**src/rtl/exe_cmd_seq.sv**
```systemverilog
// Command sequencer: buffers commands in a FIFO and issues them one at a time to an execution unit.
// Define EXE_CMD_SEQ_ERRCNT_EN to add the saturating error counter output o_err_cnt.
module exe_cmd_seq #(
    parameter int M     = 4,
    parameter int N     = 2,
    parameter int DEPTH = 4,
    parameter int LAT   = 1
) (
    input  logic         i_clk,
    input  logic         i_rsn,
    input  logic         i_cmd_valid,
    output logic         o_cmd_ready,
    input  logic [N-1:0] i_cmd_oper,
    input  logic [M-1:0] i_cmd_argA,
    input  logic [M-1:0] i_cmd_argB,
    output logic [N-1:0] o_oper,
    output logic [M-1:0] o_argA,
    output logic [M-1:0] o_argB,
    input  logic [M-1:0] i_result,
    input  logic [3:0]   i_status,
    output logic         o_rsp_valid,
    input  logic         i_rsp_ready,
    output logic [M-1:0] o_rsp_result,
    output logic [3:0]   o_rsp_status,
    output logic         o_busy
`ifdef EXE_CMD_SEQ_ERRCNT_EN
    ,
    output logic [7:0]   o_err_cnt
`endif
);

    localparam int AW = (DEPTH > 1) ? $clog2(DEPTH) : 1;
    localparam int CW = $clog2(LAT + 1);
    localparam logic [AW:0]   FULL     = DEPTH[AW:0];
    localparam logic [CW-1:0] LAT_LOAD = LAT[CW-1:0];

    typedef enum logic [1:0] {
        IDLE,
        WAIT,
        RESP
    } state_t;

    state_t state;

    logic [N-1:0] fifo_oper [DEPTH];
    logic [M-1:0] fifo_a    [DEPTH];
    logic [M-1:0] fifo_b    [DEPTH];

    logic [AW-1:0] wr_ptr;
    logic [AW-1:0] rd_ptr;
    logic [AW:0]   count;
    logic [CW-1:0] cnt;

    logic push;
    logic pop;
    logic capture;

    // Ready looks only at registered occupancy, so a pop never frees a slot in the same cycle.
    assign o_cmd_ready = (count < FULL);
    assign push        = i_cmd_valid && o_cmd_ready;
    assign pop         = (state == IDLE) && (count != '0);
    assign capture     = (state == WAIT) && (cnt == '0);
    assign o_busy      = (state != IDLE) || (count != '0);

    always_ff @(posedge i_clk) begin
        if (push) begin
            fifo_oper[wr_ptr] <= i_cmd_oper;
            fifo_a[wr_ptr]    <= i_cmd_argA;
            fifo_b[wr_ptr]    <= i_cmd_argB;
        end
    end

    always_ff @(posedge i_clk or negedge i_rsn) begin
        if (!i_rsn) begin
            wr_ptr <= '0;
            rd_ptr <= '0;
            count  <= '0;
        end else begin
            if (push) begin
                wr_ptr <= wr_ptr + AW'(1);
            end
            if (pop) begin
                rd_ptr <= rd_ptr + AW'(1);
            end
            case ({push, pop})
                2'b10:   count <= count + (AW+1)'(1);
                2'b01:   count <= count - (AW+1)'(1);
                default: count <= count;
            endcase
        end
    end

    always_ff @(posedge i_clk or negedge i_rsn) begin
        if (!i_rsn) begin
            state        <= IDLE;
            cnt          <= '0;
            o_oper       <= '0;
            o_argA       <= '0;
            o_argB       <= '0;
            o_rsp_valid  <= 1'b0;
            o_rsp_result <= '0;
            o_rsp_status <= '0;
        end else begin
            case (state)
                IDLE: begin
                    if (pop) begin
                        o_oper <= fifo_oper[rd_ptr];
                        o_argA <= fifo_a[rd_ptr];
                        o_argB <= fifo_b[rd_ptr];
                        cnt    <= LAT_LOAD;
                        state  <= WAIT;
                    end
                end
                WAIT: begin
                    // Counter reaching zero is itself one more edge, hence LAT+1 edges to capture.
                    if (capture) begin
                        o_rsp_result <= i_result;
                        o_rsp_status <= i_status;
                        o_rsp_valid  <= 1'b1;
                        state        <= RESP;
                    end else begin
                        cnt <= cnt - CW'(1);
                    end
                end
                RESP: begin
                    if (i_rsp_ready) begin
                        o_rsp_valid <= 1'b0;
                        state       <= IDLE;
                    end
                end
                default: begin
                    state <= IDLE;
                end
            endcase
        end
    end

`ifdef EXE_CMD_SEQ_ERRCNT_EN
    always_ff @(posedge i_clk or negedge i_rsn) begin
        if (!i_rsn) begin
            o_err_cnt <= '0;
        end else if (capture && (i_status != 4'd0) && (o_err_cnt != 8'hFF)) begin
            o_err_cnt <= o_err_cnt + 8'd1;
        end
    end
`endif

endmodule
```
**config.mk**
```make
export PLATFORM = sky130hd
export DESIGN_NAME = exe_cmd_seq
export DESIGN_NICKNAME = d
export VERILOG_FILES = /design/src/rtl/exe_cmd_seq.sv
export SDC_FILE = /design/constraint.sdc
export NUM_CORES = 1
export LEC_CHECK = 0
export CAP_MARGIN = 20
export CORE_MARGIN = 5
export CORE_UTILIZATION = 47
export DETAILED_ROUTE_END_ITERATION = 8
export DONT_BUFFER_PORTS = 1
export PLACE_DENSITY_LB_ADDON = 0.1
export RECOVER_POWER = 25
export SLEW_MARGIN = 20
export SYNTH_ARGS = -nofsm -noshare
export SYNTH_HDL_FRONTEND = slang
export SYNTH_SLANG_ARGS = --single-unit
```
**constraint.sdc**
```tcl
create_clock -name i_clk -period 4.3 [get_ports i_clk]
set_input_delay 1.29 -clock i_clk [delete_from_list [all_inputs] [get_ports i_clk]]
set_output_delay 1.29 -clock i_clk [all_outputs]
set_load 0.05 [all_outputs]
```
=== Word-level counts from Yosys, hierarchy flattened ===
Memory sizes are Yosys's and may differ from the RTL's. A register that Yosys moved wholly into a read port is not among the register bits.
Cells that the tools add are included.
W data, S select, Z words.

* Add/subtract/negate cells: 5
* Magnitude comparators: 1
* Equal/unequal tests: 8
* Mux-type cells: 13
* Bitwise logic cells: 1
* Reduce and logical (&&, ||, !) cells: 18

{| class="wikitable"
|+ Operators with widths
! operator !! count
|-
| $reduce_and A3 Y1 || 3
|-
| $ne A2 B2 Y1 const B || 4
|-
| $reduce_bool A2 Y1 || 4
|-
| $mux W1 || 6
|-
| $mux W2 || 3
|-
| $pmux W2 S3 || 1
|-
| $pmux W3 S2 || 1
|-
| $add A2 B1 Y2 const B || 2
|-
| $eq A2 B1 Y1 const B || 2
|-
| $eq A2 B2 Y1 const B || 2
|-
| $pmux W1 S2 || 2
|-
| $reduce_and A2 Y1 || 2
|-
| $add A3 B1 Y3 const B || 1
|-
| $logic_and A1 B1 Y1 || 3
|-
| $logic_not A1 Y1 || 3
|-
| $lt A3 B3 Y1 const B || 1
|-
| $reduce_bool A3 Y1 || 1
|-
| $sub A3 B1 Y3 const B || 1
|-
| $logic_not A2 Y1 || 1
|-
| $logic_or A1 B1 Y1 || 1
|-
| $not A1 Y1 || 1
|-
| $sub A1 B1 Y1 const B || 1
|}

* Flip-flop bits (word level): 19
* Memory bits (writable): 40
* Bits of input ports: 22
* Output and inout bits: 21
* Word-level logic and storage cells: 57
* Memories kept: 3

{| class="wikitable"
|+ Memory list
! memory !! depth !! bits a word !! rd ports !! clocked after memory_dff !! wr ports !! line !! text
|-
| fifo_a || 4 || 4 || 1 || 1 || 1 || 46 || <nowiki>logic [M-1:0] fifo_a [DEPTH];</nowiki>
|-
| fifo_b || 4 || 4 || 1 || 1 || 1 || 47 || <nowiki>logic [M-1:0] fifo_b [DEPTH];</nowiki>
|-
| fifo_oper || 4 || 2 || 1 || 1 || 1 || 45 || <nowiki>logic [N-1:0] fifo_oper [DEPTH];</nowiki>
|}

=== Depth between registers and ports, before layout ===
Gate-level depths: netlist of run 1.

* Depth in word-level cells: 4
* Gate-level depth with buffers: 10
* Mapped depth without buffers: 9

=== Least setup slack after synthesis of run 1 ===
Ideal clock, no wire load.

* Path type: input -> register
* From: input port i_cmd_valid
* To: register count[2]
* Setup time: 0.139 ns
* Arrival time: 2.499 ns
* Required time: 4.161 ns
* Slack: 1.662 ns
* Cell stages on the path: 9
* Path buffers: 1
* Cell sequence: nor2b_1 -> clkbuf_1 -> inv_1 -> ha_1 -> inv_1 -> fa_1 -> xor2_1 -> nor2_1 -> xnor2_1

* Word-level cells in the longest chain between the ends: 3
* Elaborated cells between the ends (all ways): 5
* Classes of those cells: eq/ne (2); mux (1); reduce/logical (2)

{| class="wikitable"
|+ RTL lines
! item !! line !! text
|-
| start: declaration || 11 || <nowiki>input logic i_cmd_valid,</nowiki>
|-
| $logic_and A1 B1 Y1 (*) || 60 || <nowiki>assign push = i_cmd_valid && o_cmd_ready;</nowiki>
|-
| $eq A2 B1 Y1 or $eq A2 B2 Y1 (tied branches) || 85 || <nowiki>case ({push, pop})</nowiki>
|-
| $pmux W3 S2 or $reduce_bool A2 Y1 (tied branches) || n/a ||
|-
| end signal: assignment || 86 || <nowiki>2'b10: count <= count + (AW+1)'(1);</nowiki>
|-
| end signal: assignment || 87 || <nowiki>2'b01: count <= count - (AW+1)'(1);</nowiki>
|-
| end signal: assignment || 88 || <nowiki>default: count <= count;</nowiki>
|-
| end: declaration || 51 || <nowiki>logic [AW:0] count;</nowiki>
|}

Mark *: on every way between the ends. The rest lies on a longest branch, timed or not.
A chain may end at the register's enable or synchronous reset.

=== Worst setup path in the final report of run 1 ===
* From: register count[0]
* To: output port o_busy

* Word-level cells in the longest chain between the ends: 2

{| class="wikitable"
|+ RTL lines
! item !! line !! text
|-
| $reduce_bool A3 Y1 || 63 || <nowiki>assign o_busy = (state != IDLE) || (count != '0);</nowiki>
|-
| $logic_or A1 B1 Y1 || 63 ||
|-
| end: declaration || 25 || <nowiki>output logic o_busy</nowiki>
|}

No other way between the ends.

==> results of run 1 <==
[final timing paths]
kind	startpoint	end	slack, ps	depth (start not counted)
min in group asynchronous	i_rsn	o_argB[3]$_DFFE_PN0P_	640	0
hold reg to reg	count[0]$_DFFE_PN0P_	count[0]$_DFFE_PN0P_	510	1
max in group asynchronous	i_rsn	rd_ptr[0]$_DFFE_PN0P_	3580	0
setup / recovery	count[0]$_DFFE_PN0P_	o_busy	1420	2
hold / removal	count[0]$_DFFE_PN0P_	count[0]$_DFFE_PN0P_	510	1
setup reg to reg	count[0]$_DFFE_PN0P_	count[2]$_DFFE_PN0P_	2120	9
[flip-flops by register name, indices dropped and copies added, names as in the netlist, 3 cells and up]
signal        flops
fifo_a           16
o_argB            4
fifo_b           16
count             3
o_rsp_result      4
o_rsp_status      4
fifo_oper         8
o_argA            4
[layout make-up]
cell class | count | area (um2)
fill | 464 | 2597
sequential | 69 | 1927
multi-input combinational | 66 | 709.4
clock buffer | 11 | 131.4
tap | 72 | 90.09
clock inverter | 5 | 51.30
inverter | 9 | 33.78
[power breakdown]
part / leakage, nW / internal (mW) / switching [mW]
Clock: 0.0907 / 0.264 / 0.226
Combinational: 0.304 / 0.321 / 0.273
Sequential: 0.705 / 0.901 / 0.488
[stage by stage]
step,hold slack [ps],instance area [um2]
after global routing,522.8,2943
final,505.8,2943
after detailed placement,493.1,2760
after floorplan,461.7,2700
after CTS,506.9,2943
after global placement,490.2,2760
[cell usage after synthesis]
cell type	count	area [um2]
sky130_fd_sc_hd__a21oi_1	1	5.000
sky130_fd_sc_hd__and2_1	4	25.02
sky130_fd_sc_hd__buf_6	2	22.52
sky130_fd_sc_hd__clkbuf_1	2	7.510
sky130_fd_sc_hd__dfrtp_1	29	725.7
sky130_fd_sc_hd__edfxtp_1	40	1201
sky130_fd_sc_hd__fa_1	1	20.02
sky130_fd_sc_hd__ha_1	5	62.56
sky130_fd_sc_hd__inv_1	9	33.78
sky130_fd_sc_hd__mux2_2	18	202.7
sky130_fd_sc_hd__mux2i_1	1	10.01
sky130_fd_sc_hd__mux4_1	2	52.55
sky130_fd_sc_hd__mux4_2	8	180.2
sky130_fd_sc_hd__nand2_1	4	15.01
sky130_fd_sc_hd__nand2_2	1	6.260
sky130_fd_sc_hd__nand2b_1	3	18.77
sky130_fd_sc_hd__nand3_1	1	5.000
sky130_fd_sc_hd__nor2_1	5	18.77
sky130_fd_sc_hd__nor2_2	1	6.260
sky130_fd_sc_hd__nor2b_1	1	6.260
sky130_fd_sc_hd__o21ai_0	2	10.01
sky130_fd_sc_hd__o22ai_1	1	6.260
sky130_fd_sc_hd__or3_1	1	6.260
sky130_fd_sc_hd__xnor2_1	5	43.79
sky130_fd_sc_hd__xor2_1	1	8.760
[per-layer routing]
layer  wire (um)  up-vias
li1            -      554
met1        1842      612
met2        2120       39
met3         311       11
met4         137        0
met5           0        -
[kinds of logic after synthesis]
group / Yosys count
flops: 69
mux: 29
simple gates: 21
buf+inv: 13
xor+xnor: 6
fa+ha+maj: 6
compound gates: 4
==> qor_table.md, run 1 <==
| Group | Metric | This run |
|:---|:---|:---|
| outcome | Result of the run | complete, no violations |
| grt | Most utilized layer in the global route result | met2 |
| finish | Total number of nets in the final design | 183 |
| critical path | Cell Chain, Critical Path | or3_1 -> nand2b_1 |
| critical path | Highest fanout seen on the critical path | 3 |
| synthesis | Syn Std Cell Area | 2700 um2 |
| route | Via count of the routed design | 1216 |
| power and ir drop | Highest ir drop seen on vdd | 411.4 uV |
| finish | Leading cell types in the layout, fill and taps excluded | 40 x sky130_fd_sc_hd__edfxtp_1, 29 x sky130_fd_sc_hd__dfrtp_1, 18 x sky130_fd_sc_hd__mux2_2 |
| finish | Number of inserted diodes | 0 |
| grt | Routing usage on met3 | 4.995% |
| synthesis | Number of different library cells in the post-synthesis netlist | 25 |
| timing | Unrepaired setup endpoints after global routing | no |
| critical path | Slowest CP cell | sky130_fd_sc_hd__nand2b_1 |
| grt | Number of antenna violations at the first check in global routing | 0 |
| grt | GRT Resource Usage Total | 13.37% |
| route | DRT Wirelength | 4.411 mm |
| finish | Fraction of layout cells with a size suffix above 1 | 25.62% |
| critical path | Nature of the critical path startpoint | register |
| synthesis | Cell count after synthesis | 148 |
| grt | Met2 Resource Use GR | 20.69% |
| critical path | Worst setup path category | reg -> out |
| cts | Count of cells resized by post-cts repair | 0 |
| synthesis | Synthesized area per cell | 18.24 um2 |
| die | Width of the chip | 85.80 um |
| finish | Synthesis-to-layout area growth | 8.990% |
| die | Number of primary I/O pins | 43 |
| synthesis | Nets in the synthesized netlist | 176 |
| power and ir drop | Leakage | 1.100 nW |
| grt | Gr ovfl total | 0 |
| timing | Number of max-slew violations in the final report | 0 |
| cts | Maximum buffer depth of the clock tree | 2 |
| grt | Largest net degree at the start of global routing | 30 |
| critical path | Cell family with most CP delay | simple AND/OR/NAND/NOR gates |
| cts | Clock edge transition at the registers on the reported setup and hold paths | 70 ps |
| route | Number of detailed-routing iterations run before antenna repair | 4 |
| power and ir drop | Total power draw | 2.474 mW |
| grt | Wire length of the first global-routing pass | 6.989 mm |
| power and ir drop | Power per cell area | 840.7 nW/um2 |
| cts | Number of buffers inserted for hold repair after clock tree synthesis | 0 |
| place | Gpl congestion | 0.6851 |
| timing | Final Hold Violating Endpoints | 0 |
| synthesis | Combinational family with the most area after synthesis | multiplexers |
| critical path | Data arrival at the endpoint of the critical path | 1590 ps |
| place | Pre-CTS worst setup slack | 1548 ps |
| cts | Number of clock sinks | 69 |
| die | Initial cell density of the core | 48.74% |
| route | Antenna Violating Nets Remaining | 0 |
| place | Total half-perimeter wirelength after legalization and detailed placement | 2.822 mm |
| timing | Peak Freq | 347.7 MHz |
| die | Area of the core | 5540 um2 |
| timing | Post-layout min period | 2876 ps |
| route | Post-DR vias/cell | 5.241 |
| synthesis | Share of the synthesized area in compound gates (AO/OA/AOI/OAI) | 0.7878% |
| synthesis | Adder-cell share of the synthesized area | 3.058% |
| synthesis | Ys Warns | 0 |
| grt | Number of global-route vias before repair | 1362 |
| timing | Tcrit/Tclk final | 66.89% |
| finish | Most common cell after layout, fill and taps aside | sky130_fd_sc_hd__edfxtp_1 |
| route | Number of design rule violations left after detail routing | 0 |
| finish | Non-Filler Instances | 232 |
| cts | Cell chosen for the clock root | sky130_fd_sc_hd__clkbuf_8 |
| timing | Least setup slack across all paths after layout | 1424 ps |
| timing | Total of endpoints with negative setup slack in the final report | 0 |
| place | Placed cell count | 216 |
| critical path | Largest stage delay on the critical path | 430 ps |
| cts | Number of H-tree levels | 3 |
| timing | Normalized max-slew margin | 51.16% |
| grt | Met1 layer usage reported by global route | 15.33% |
| timing | TNS Setup | 0 ps |
| die | FP Rows | 27 |
| critical path | Buffers plus inverters on the worst setup path | 0 |
| route | Count of routing violations after the opening detailed-route iteration | 31 |
| cts | CTS buffer count | 9 |
| place | Number of buffers inserted by port buffering | 0 |
| timing | Slew @ Worst Pin | 732.6 ps |
| synthesis | Simple-gate share of the synthesized area | 3.985% |
| critical path | CP Data Required Time | 3010 ps |
| synthesis | Number of flip-flops and latches in the synthesized netlist | 69 |
| cts | Number of setup buffers added after CTS | 0 |
| job | Max cap viols | 0 |
| die | Chip Height | 85.80 um |
| die | Area of the die | 7361 um2 |
| cts | Worst-skew pair later-pin latency | 340 ps |
| min path | Hold/Removal Path Class | reg -> reg |
| critical path | Critical path endpoint category | output pin |
| cts | CTS tree | done |
| timing | Worst Clk Skew | 9.332 ps |
| synthesis | Fraction of the yosys area taken by sequential cells | 71.36% |
| synthesis | Xor-xnor portion of the synthesized cell area | 1.946% |
| route | Avg WL per Cell | 19.01 um |
| finish | Core occupancy in the finished layout | 53.12% |
| synthesis | Mux contribution to synthesized area | 16.50% |
Note: power is estimated with default switching activity, not from simulation.
==> run 2, diff against run 1 <==
==> constraint.sdc (replaced) <==
create_clock -name i_clk -period 2.8 [get_ports i_clk]
set_input_delay 0.84 -clock i_clk [delete_from_list [all_inputs] [get_ports i_clk]]
set_output_delay 0.84 -clock i_clk [all_outputs]
set_load 0.05 [all_outputs]
==> run 2 against run 1 <==
Effect of this change: register-to-register slack got worse by 1200 ps; global-route usage about the same; via count increased by 1.5%; non-clock buffer count increased by 1; critical path depth unchanged; wire length increased by 0.14%; core utilization increased by 0.86 points; sequential share of layout area decreased by 1.0 points.
==> qor_table.md, run 2 (synthesized netlist as in run 1, its figures left out) <==
| Group | Metric | This run |
|:---|:---|:---|
| outcome | Result of the run | complete, no violations |
| finish | Sequential cell area | 1927 um2 |
| cts | CTS buffer count | 9 |
| route | Post-DR vias/cell | 5.296 |
| die | Initial cell density of the core | 48.74% |
| critical path | Critical path endpoint category | output pin |
| timing | Number of max-slew violations in the final report | 0 |
| min path | Hold/Removal Path Class | in -> async |
| cts | Maximum buffer depth of the clock tree | 2 |
| grt | Largest net degree at the start of global routing | 30 |
| grt | Number of antenna violations at the first check in global routing | 0 |
| cts | Number of H-tree levels | 3 |
| critical path | Worst reg2reg path startpoint | state[0]$_DFFE_PN0P_ |
| finish | Synthesis-to-layout area growth | 10.75% |
| route | Antenna Violating Nets Remaining | 0 |
| cts | CTS tree | done |
| grt | GRT Resource Usage Total | 13.33% |
| power and ir drop | Leakage | 1.124 nW |
| timing | Tcrit/Tclk final | 86.27% |
| route | Number of detailed-routing iterations run before antenna repair | 4 |
| cts | Count of cells resized by post-cts repair | 0 |
| grt | Gr ovfl total | 0 |
| place | Placed cell count | 217 |
| finish | Number of inserted diodes | 0 |
| die | Area of the core | 5540 um2 |
| timing | Smallest hold slack | 188.6 ps |
| route | DRT Wirelength | 4.417 mm |
| timing | Normalized max-slew margin | 51.46% |
| finish | Non-Filler Instances | 233 |
| route | Via count of the routed design | 1234 |
| cts | Number of buffers inserted for hold repair after clock tree synthesis | 0 |
| job | Max cap viols | 0 |
| critical path | CP Data Required Time | 1960 ps |
| die | Area of the die | 7361 um2 |
| critical path | Data arrival at the endpoint of the critical path | 1580 ps |
| critical path | Path depth of the worst reg2reg path | 9 |
| power and ir drop | Highest ir drop seen on vdd | 574.6 uV |
| grt | Number of global-route vias before repair | 1332 |
| timing | Unrepaired setup endpoints after global routing | no |
| route | Number of design rule violations left after detail routing | 0 |
| finish | Multi-input logic area | 709.4 um2 |
| grt | Wire length of the first global-routing pass | 7.182 mm |
| place | Total half-perimeter wirelength after legalization and detailed placement | 2.951 mm |
| critical path | Nature of the critical path startpoint | register |
| die | Number of primary I/O pins | 43 |
| finish | Most common cell after layout, fill and taps aside | sky130_fd_sc_hd__edfxtp_1 |
| critical path | FF-to-FF setup slack | 890 ps |
| finish | Leading cell types in the layout, fill and taps excluded | 40 x sky130_fd_sc_hd__edfxtp_1, 29 x sky130_fd_sc_hd__dfrtp_1, 18 x sky130_fd_sc_hd__mux2_2 |
| critical path | Highest fanout seen on the critical path | 3 |
| route | Count of routing violations after the opening detailed-route iteration | 35 |
| finish | Total number of nets in the final design | 184 |
| timing | Total of endpoints with negative setup slack in the final report | 0 |
| timing | TNS Setup | 0 ps |
| timing | Worst Clk Skew | 8.302 ps |
| place | Gpl congestion | 0.6706 |
| finish | Core occupancy in the finished layout | 53.97% |
| timing | Peak Freq | 414.0 MHz |
| place | Number of buffers inserted by port buffering | 0 |
| die | FP Rows | 27 |
| timing | Slew @ Worst Pin | 728.0 ps |
| finish | # fillers | 449 |
| timing | Final Hold Violating Endpoints | 0 |
| power and ir drop | Power per cell area | 1319 nW/um2 |
| route | Avg WL per Cell | 18.96 um |
| cts | Worst-skew pair later-pin latency | 340 ps |
| cts | Number of clock sinks | 69 |
| finish | Leading registers by flop count | fifo_a: 16 flops, fifo_b: 16 flops, fifo_oper: 8 flops |
| critical path | Worst setup path category | reg -> out |
| die | Width of the chip | 85.80 um |
| die | Chip Height | 85.80 um |
| timing | Post-layout min period | 2416 ps |
| finish | Fraction of layout cells with a size suffix above 1 | 27.95% |
| critical path | Worst R2R End | count[2]$_DFFE_PN0P_ |
| cts | Number of setup buffers added after CTS | 0 |
| cts | Cell chosen for the clock root | sky130_fd_sc_hd__clkbuf_8 |
| cts | Clock edge transition at the registers on the reported setup and hold paths | 80 ps |
## run 2: changes by cell type in the layout (fill, tap and decap cells not counted)
cell / previous run / this run
sky130_fd_sc_hd__clkbuf_1: 2 / 0
sky130_fd_sc_hd__bufinv_16: 1 / 2
sky130_fd_sc_hd__inv_6: 0 / 1
sky130_fd_sc_hd__buf_4: 0 / 1
sky130_fd_sc_hd__clkinv_1: 1 / 0
sky130_fd_sc_hd__clkinv_4: 0 / 2
sky130_fd_sc_hd__clkinv_2: 2 / 1
## run 2: metrics by stage
step | area [um2] | total power, mW | worst slack [ps]
detailed placement | 2768 | 3.115 | 478.2
floorplan | 2700 | 2.902 | 611.6
CTS | 2990 | 3.995 | 365.2
global placement | 2768 | 3.054 | 584.3
global route | 2990 | 4.175 | 318.7
finish | 2990 | 3.944 | 384.4
## run 2: worst max path at each step
stage          depth (start not counted)  slack (ps)                 start                    to
3_5_place_dp                           8         480           i_cmd_valid  count[2]$_DFFE_PN0P_
6_report                               2         380  count[0]$_DFFE_PN0P_                o_busy
2_1_floorplan                          9         610           i_cmd_valid  count[2]$_DFFE_PN0P_
4_1_cts                                2         370  count[0]$_DFFE_PN0P_                o_busy
5_1_grt                                2         320  count[0]$_DFFE_PN0P_                o_busy
3_3_place_gp                           8         580           i_cmd_valid  count[2]$_DFFE_PN0P_
## run 2: final cells by class
cell class / count / area share [%]
inverters: 9 / 1.130
multi-input cells: 66 / 23.72
clock inverters: 7 / 3.305
flip-flops and latches: 69 / 64.44
well taps: 72 / 3.013
clock buffers: 9 / 4.142
repair buffers: 1 / 0.2510
## run 2: worst max-delay path, cell delays in order, from the launching register on
cell	delay, ps
sky130_fd_sc_hd__dfrtp_1	400
sky130_fd_sc_hd__or3_1	410
sky130_fd_sc_hd__nand2b_1	420
## run 2: per-layer routing
metal	GRT usage (%)	share of wire, %
met5	0	0
met4	5.180	1.6
met3	5.187	5.9
met2	19.99	49
met1	17.60	44
## run 2: report_power, final
group          switching (mW)  leakage [nW]  internal, mW
clock network           0.379         0.110         0.506
registers               0.752         0.705          1.38
logic                   0.421         0.309         0.503
total                    1.55          1.12          2.39
